==> config.mk <==
export PLATFORM = sky130hd
export DESIGN_NAME = seq_detect_param
export DESIGN_NICKNAME = d
export VERILOG_FILES = /design/src/rtl/seq_detect_param.sv
export SDC_FILE = /design/constraint.sdc
export NUM_CORES = 1
export LEC_CHECK = 0
export CELL_PAD_IN_SITES_DETAIL_PLACEMENT = 0
export CELL_PAD_IN_SITES_GLOBAL_PLACEMENT = 1
export CORE_MARGIN = 1
export CORE_UTILIZATION = 38
export DETAILED_ROUTE_END_ITERATION = 10
export MAX_ROUTING_LAYER = met4
export PLACE_DENSITY_LB_ADDON = 0.08
export RECOVER_POWER = 25
export SYNTH_ARGS = -nofsm -noshare
export SYNTH_HDL_FRONTEND = slang
export SYNTH_SLANG_ARGS = --single-unit
==> constraint.sdc <==
create_clock -name clk_in -period 3.88 [get_ports clk_in]
set_clock_uncertainty 0.2 [all_clocks]
set_input_delay 0.582 -clock clk_in [delete_from_list [all_inputs] [get_ports clk_in]]
set_output_delay 0.582 -clock clk_in [all_outputs]
set_load 0.1 [all_outputs]
==> src/rtl/seq_detect_param.sv <==
// Parametrised serial sequence detector with a sliding PAT_W-bit window,
// runtime overlap/non-overlap match mode and a saturating match counter.
// Optional feature macro: SEQ_DETECT_PROG_PATTERN_EN adds a runtime-loadable
// pattern register (ports pat_load / pat_in); otherwise PATTERN is a constant.
module seq_detect_param #(
    parameter int unsigned      PAT_W   = 4,
    parameter logic [PAT_W-1:0] PATTERN = 4'b1011,
    parameter int unsigned      CNT_W   = 8
) (
    input  logic             clk_in,
    input  logic             reset,
    input  logic             bit_in,
    input  logic             bit_valid,
    input  logic             overlap_en,
`ifdef SEQ_DETECT_PROG_PATTERN_EN
    input  logic             pat_load,
    input  logic [PAT_W-1:0] pat_in,
`endif
    output logic [PAT_W-1:0] window,
    output logic             found,
    output logic [CNT_W-1:0] match_count,
    output logic             max_tick
);

    localparam int unsigned       FILL_W    = $clog2(PAT_W);
    localparam logic [FILL_W-1:0] FILL_LAST = FILL_W'(PAT_W - 1);
    localparam logic [CNT_W-1:0]  CNT_MAX   = '1;

    typedef enum logic [0:0] {StFill, StArmed} state_e;

    state_e            state;
    logic [FILL_W-1:0] fill;
    logic [PAT_W-1:0]  pat_value;
    logic [PAT_W-1:0]  next_window;
    logic              full_window;
    logic              hit;

`ifdef SEQ_DETECT_PROG_PATTERN_EN
    logic [PAT_W-1:0] pat_reg;
    assign pat_value = pat_reg;
`else
    assign pat_value = PATTERN;
`endif

    // Match is judged against the window as it will be after this beat's shift.
    always_comb begin
        next_window = {window[PAT_W-2:0], bit_in};
        full_window = (state == StArmed) || (fill == FILL_LAST);
        hit         = (next_window == pat_value) && full_window;
    end

    // Window, fill counter, FSM, match counter and registered pulses.
    always_ff @(posedge clk_in) begin
        if (reset) begin
            window      <= '0;
            fill        <= '0;
            state       <= StFill;
            found       <= 1'b0;
            match_count <= '0;
            max_tick    <= 1'b0;
`ifdef SEQ_DETECT_PROG_PATTERN_EN
            pat_reg     <= PATTERN;
        end else if (pat_load) begin
            // New pattern restarts detection; the match count is kept.
            pat_reg     <= pat_in;
            window      <= '0;
            fill        <= '0;
            state       <= StFill;
            found       <= 1'b0;
            max_tick    <= 1'b0;
`endif
        end else if (bit_valid) begin
            window   <= next_window;
            found    <= hit;
            // Fires only on the increment that lands on the maximum.
            max_tick <= hit && (match_count == CNT_MAX - CNT_W'(1));
            if (hit && (match_count != CNT_MAX)) begin
                match_count <= match_count + CNT_W'(1);
            end
            if (hit && !overlap_en) begin
                // Non-overlap: the next match needs PAT_W fresh bits.
                fill  <= '0;
                state <= StFill;
            end else begin
                if (fill != FILL_LAST) begin
                    fill <= fill + FILL_W'(1);
                end
                if (full_window) begin
                    state <= StArmed;
                end
            end
        end else begin
            found    <= 1'b0;
            max_tick <= 1'b0;
        end
    end

endmodule

==> results of run 1 <==
cell families after synthesis:
kind of cell | count (synthesis)
DFF | 17
adders and majority gates | 3
AOI/OAI and AO/OA | 19
buffers and inverters | 6
and+or+nand+nor | 37
muxes | 5
xor gates and xnor gates | 1
cells in the mapped netlist:
| master | n | share of area |
|---|---|---|
| nand2_1 | 2 | 0.0093 |
| nand4_1 | 1 | 0.0078 |
| ha_1 | 3 | 0.047 |
| a21o_1 | 1 | 0.0093 |
| mux2i_1 | 4 | 0.050 |
| inv_1 | 2 | 0.0093 |
| clkbuf_1 | 1 | 0.0047 |
| a31o_2 | 1 | 0.011 |
| xnor2_1 | 1 | 0.011 |
| buf_2 | 2 | 0.012 |
| dfxtp_1 | 17 | 0.42 |
| or2_4 | 1 | 0.011 |
| a31oi_1 | 1 | 0.0078 |
| nor4_1 | 2 | 0.016 |
| nor2_1 | 10 | 0.047 |
| nand4b_4 | 1 | 0.030 |
| buf_1 | 1 | 0.0047 |
| a211oi_1 | 1 | 0.0093 |
| o31ai_1 | 3 | 0.028 |
| nor3_1 | 1 | 0.0062 |
| mux2_2 | 1 | 0.014 |
| nand3b_1 | 1 | 0.0093 |
| o211ai_1 | 1 | 0.0093 |
| o21ai_0 | 3 | 0.019 |
| a21oi_1 | 8 | 0.050 |
| or3_1 | 3 | 0.023 |
| and4_1 | 1 | 0.011 |
| and2_1 | 1 | 0.0078 |
| or4b_2 | 1 | 0.012 |
| nand3_1 | 5 | 0.031 |
| nand2b_1 | 3 | 0.023 |
| nor2b_1 | 1 | 0.0078 |
| or4_1 | 2 | 0.019 |
| nor4b_1 | 1 | 0.011 |
worst paths after layout:
kind | from | to | depth (start not counted)
worst min-delay path | fill[1] | fill[1] | 2
worst max register to register | fill[0] | match_count[7] | 5
worst max-delay path | bit_valid | match_count[7] | 5
worst min register to register | fill[1] | fill[1] | 2
per-layer routing:
layer | up-vias | wire [um]
met5 | - | 0
met3 | 2 | 93
li1 | 361 | -
met4 | 0 | 14
met2 | 20 | 701
met1 | 297 | 854
cell type report:
class,instances,area (um^2)
sequential,17,340
multi-input combinational,65,422
timing repair buffer,18,180
tap,27,33.8
inverter,2,7.51
clock buffer,3,22.5
fill,197,971
clock inverter,1,5.00
sequential cells by signal, summed over array words and instances (netlist names):
signal       flops
found            1
fill             2
max_tick         1
window           4
match_count      8
state            1
cells in the final DEF, fill, tap and decap left out, drive strengths merged, types with 2 or more instances in the layout:
cell type	netlist	routed
a21oi	8	8
clkbuf	1	3
clkdlybuf4s50	0	16
dfxtp	17	17
dlygate4sd3	0	2
ha	3	3
inv	2	2
mux2i	4	4
nand2	2	2
nand2b	3	3
nand3	5	5
nor2	10	10
nor4	2	2
o21ai	3	3
o31ai	3	3
or3	3	3
or4	2	2
worst register-to-register path: stages (launching register included):
cell and delay [ns]:
dfxtp_1 0.38, ha_1 0.28, o21ai_0 0.13, or2_0 0.44, nor4_1 0.40, mux2_2 0.37
through the flow:
| step | std cells | hold WS [ns] | utilization |
|---|---|---|---|
| 6_report | 133 | 0.310 | 0.510 |
| 5_1_grt | 133 | 0.329 | 0.510 |
| 4_1_cts | 133 | 0.313 | 0.519 |
| 3_5_place_dp | 129 | 0.298 | 0.505 |
| 3_3_place_gp | 129 | 0.277 | 0.505 |
| 2_1_floorplan | 88 | 0.262 | - |
power by group through the flow:
stage	registers [mW]	logic, mW	clock network (mW)
3_3_place_gp	0.184	0.0293	0
2_1_floorplan	0.193	0.0125	0
6_report	0.180	0.0292	0.0934
5_1_grt	0.181	0.0315	0.105
3_5_place_dp	0.185	0.0302	0
4_1_cts	0.181	0.0305	0.100
==> out/metrics.cfg, run 1 <==
[clocking]
insertion_delay_ns=0.28
cts-resized-gates=0
cts_made_buffers=3
clock_sinks=17
path_clk_slew_ns=0.10
cts_hold_buf=0
post_cts_buffers=0
h-tree-depth=1
cts_tree=yes
root_buffer=clkbuf_4
ctsLongestPathBuffers=2

[setup_path]
worstSetupStartpointType=input pin
criticalPathCategory=in -> reg
cp_slowest_cell=dlygate4sd3_1
critPathArrivalTime_ns=2.79
max_stage_delay_ns=0.80
critPathTopFamily=simple AND/OR/NAND/NOR gates
crit_path_max_fanout=13
reg2reg_setup_slack_ns=1.58
worstPathRequired_ns=3.87
path_cells=dlygate4sd3_1, o21ai_0, or2_0, nor4_1, mux2_2
crit_path_end_kind=register
critical_path_buf_inv_count=1

[timing]
maxSlewViolCount=0
fmax_ghz=0.356
relSlewSlack=0.347
setup_viol=0
rsz0062_at_grt=no
fin_crit_ns=2.81
finalSetupTns_ns=0
hold_viol_final=0
post-route-period-util=0.723
timing.final.ws_setup_ns=1.07
tightest_slew_ns=0.977

[finish]
nets=115
area_growth_pct=25.7
diodes=0
drive_gt1_frac=0.0660
design_area_mm2=0.00101

[power_and_ir_drop]
power_frac_seq=0.595
p_per_area_mw_per_mm2=299
p_comb_frac=0.096
p_switching_mw=0.0760
leakage_nw=0.339
irDropWorstVdd_mv=0.227
internal_power_mw=0.227
sw_frac_of_total=0.251
clkPwrFrac=0.308
p_total_mw=0.303

[floorplanning]
die_y_um=48.0
fp-row-count=16
die_x_um=48.0
start_util=0.406
num_io_pins=19
dieArea_mm2=0.00230
core_area_mm2=0.00198

[drt]
ant_nets=0
drc=0
routed-via-count=680
first_iter_violations=14
wl_per_cell_um=12.5
drt-vias-per-instance=5.11
wl_mm=1.66
first_pass_iters=4

[logic_synthesis]
synthAdderAreaFrac=0.0467
yosysSeqAreaShare=0.423
syn-cell-area_um2=805
synthSimpleGateAreaFrac=0.281
yosys-mux-area-fraction=0.0638
syn_avg_cell_area_um2=9.14
synth_compound_area_frac=0.143
syn_nets=96
synth_cell_types=34
synth_xor_area_frac=0.0109
yosysWarnings=0
ys_seq_elements=17
syn_inst=88
synth_top_family_by_area=simple AND/OR/NAND/NOR gates

[placed_design]
gp_congestion=0.690
dp_hpwl_mm=1.16
place_area_mm2=0.00100
port_buffers=18
post-place-ws_ns=1.01

[global_routing]
grt-busiest-layer=met1
grt_util_met3=0.0340
grt_max_degree=20
grt_pass1_wl_mm=2.40
antenna_found_initial=0
grtUsageTotal=0.158
gr-total-overflow=0
grtUsageMet1=0.235
grtUsageMet2=0.192
grt_pass1_vias=517

[min_path]
hp-class=reg -> reg

[flow_run]
drv_cap=0

[outcome]
status=complete, no violations

(Power assumes the default switching activity.)
==> inputs of run 2 (changes only) <==
- CORE_UTILIZATION: 38 -> 35
- clock period: 3.88 -> 2.6 ns (I/O delays scaled with it)
==> run 2 against run 1 <==
Clock-buffer cell count unchanged. Flip-flop and latch count is the same. Wire length shrank 1.4%. Worst setup slack got worse by 0.62 ns. Final area fell by 0.99%. Sequential share of layout area grew 0.34 points. Critical path depth unchanged. Power rose by 50%. Register-to-register slack got worse by 1.1 ns. Final cell count is 2.3% higher. Largest cell class unchanged.
==> out/metrics.cfg, run 2 (synthesis gave the netlist of run 1 again) <==
[global_routing]
antenna_found_initial=0  ; unchanged
grt_pass1_wl_mm=2.65  ; +10%
grt_max_degree=14  ; -30%
grt_pass1_vias=603  ; +17%
grtUsageTotal=0.144  ; -0.0139
gr-total-overflow=0  ; unchanged

[placed_design]
gp_congestion=0.699  ; +1.2%
dp.cells=132  ; +2.3%
post-place-ws_ns=0.208  ; -0.799 ns
dp_hpwl_mm=1.19  ; +2.5%
place_area_um2=988  ; -1.3%
port_buffers=18  ; unchanged

[finish]
largest_reg_flops=8  ; unchanged
design_area_mm2=0.00100  ; -0.99%
fin_util=0.485  ; -0.0247
drive_gt1_frac=0.202  ; +0.136
stdcell_count=136  ; +2.3%
diodes=0  ; unchanged
layout_commonest_cell=dfxtp_1
final_cell_mix=dfxtp_1, buf_4, nor2_1
area_growth_pct=24.4
top_register=match_count
top_regs=match_count: 8 flops, window: 4 flops, fill: 2 flops
nets=118  ; +2.6%

[timing]
fin_crit_ns=2.15
timing.final.ws_setup_ns=0.454  ; -0.621 ns
hold_viol_final=0  ; unchanged
maxSlewViolCount=0  ; unchanged
finalSetupTns_ns=0  ; unchanged
post-route-period-util=0.825
hold_ws_ns=0.292  ; -0.0179 ns
rsz0062_at_grt=no
tightest_slew_ns=1.16  ; +0.184 ns
setup_viol=0  ; unchanged
relSlewSlack=0.230  ; -0.117
fmax_ghz=0.466

[clocking]
cts_made_buffers=3  ; unchanged
h-tree-depth=1  ; unchanged
root_buffer=clkbuf_4
insertion_delay_ns=0.29  ; about the same
clock_sinks=17  ; unchanged
cts_hold_buf=0  ; unchanged
cts_tree=yes
path_clk_slew_ns=0.10  ; about the same
cts-resized-gates=0  ; unchanged
post_cts_buffers=0  ; unchanged
ctsLongestPathBuffers=2  ; unchanged

[drt]
first_iter_violations=13  ; -1
first_pass_iters=4  ; unchanged
drt-vias-per-instance=5.24  ; +2.4%
routed-via-count=712  ; +4.7%
wl_per_cell_um=12.1  ; -3.6%
drc=0  ; unchanged
ant_nets=0  ; unchanged
wl_mm=1.64  ; -1.4%

[power_and_ir_drop]
leakage_nw=0.388  ; +15%
p_total_mw=0.455  ; +50%
p_per_area_mw_per_mm2=454  ; +52%
irDropWorstVdd_mv=0.248  ; +9.6%

[floorplanning]
num_io_pins=19  ; unchanged
dieArea_mm2=0.00249  ; +8.2%
core_area_mm2=0.00206  ; +4.0%
die_x_um=49.9  ; +4.0%
start_util=0.390  ; -0.0158
die_y_um=49.9  ; +4.0%
fp-row-count=16  ; unchanged

[setup_path]
path_cells=ha_1, o21ai_0, or2_4, nor4_1, mux2_2
critical_path_buf_inv_count=0  ; -1
critPathTopFamily=simple AND/OR/NAND/NOR gates
crit_path_end_kind=register
max_stage_delay_ns=0.39  ; -0.41 ns
crit_path_max_fanout=13  ; unchanged
critPathArrivalTime_ns=2.13  ; -0.66 ns
criticalPathCategory=reg -> reg
cp_slowest_cell=dfxtp_1
worstSetupStartpointType=register
worstPathRequired_ns=2.59  ; -1.28 ns

[flow_run]
drv_cap=0  ; unchanged

[outcome]
status=complete, no violations

[min_path]
hp-class=reg -> reg

==> run 2: per-layer routing <==
metal  global-route usage  part of all wire  vias up
met2                0.187              0.41       18
met5                    -                 0        -
met4               0.0714             0.015        0
li1                     -                 -      364
met1                0.206              0.52      326
met3               0.0309             0.051        4
==> run 2: worst paths after layout <==
path,start,endpoint,slack (ns),cells after the start
min,fill[1],fill[1],0.29,2
min reg2reg,fill[1],fill[1],0.29,2
max,fill[0],match_count[7],0.45,5
max reg2reg,fill[0],match_count[7],0.45,5
==> run 2: area by class of cell <==
| cell class | count | area [um^2] |
|---|---|---|
| multi-input combinational | 65 | 439 |
| timing repair buffer | 21 | 153 |
| fill | 212 | 1060 |
| sequential | 17 | 340 |
| clock buffer | 3 | 22.5 |
| tap | 27 | 33.8 |
| inverter | 2 | 7.51 |
| clock inverter | 1 | 5.00 |
==> run 2: power by group <==
part / internal (mW) / switching [mW] / total, mW / leakage, nW
Combinational: 0.0173 / 0.0272 / 0.0445 / 0.233
Clock: 0.0572 / 0.0836 / 0.141 / 0.0177
Sequential: 0.265 / 0.00445 / 0.269 / 0.138
Total: 0.339 / 0.115 / 0.455 / 0.388
==> run 2: worst reg2reg max path, cell delays in order, from the launching register on <==
cell and delay [ns]:
dfxtp_1 0.39, ha_1 0.28, o21ai_0 0.16, or2_4 0.31, nor4_1 0.34, mux2_2 0.37
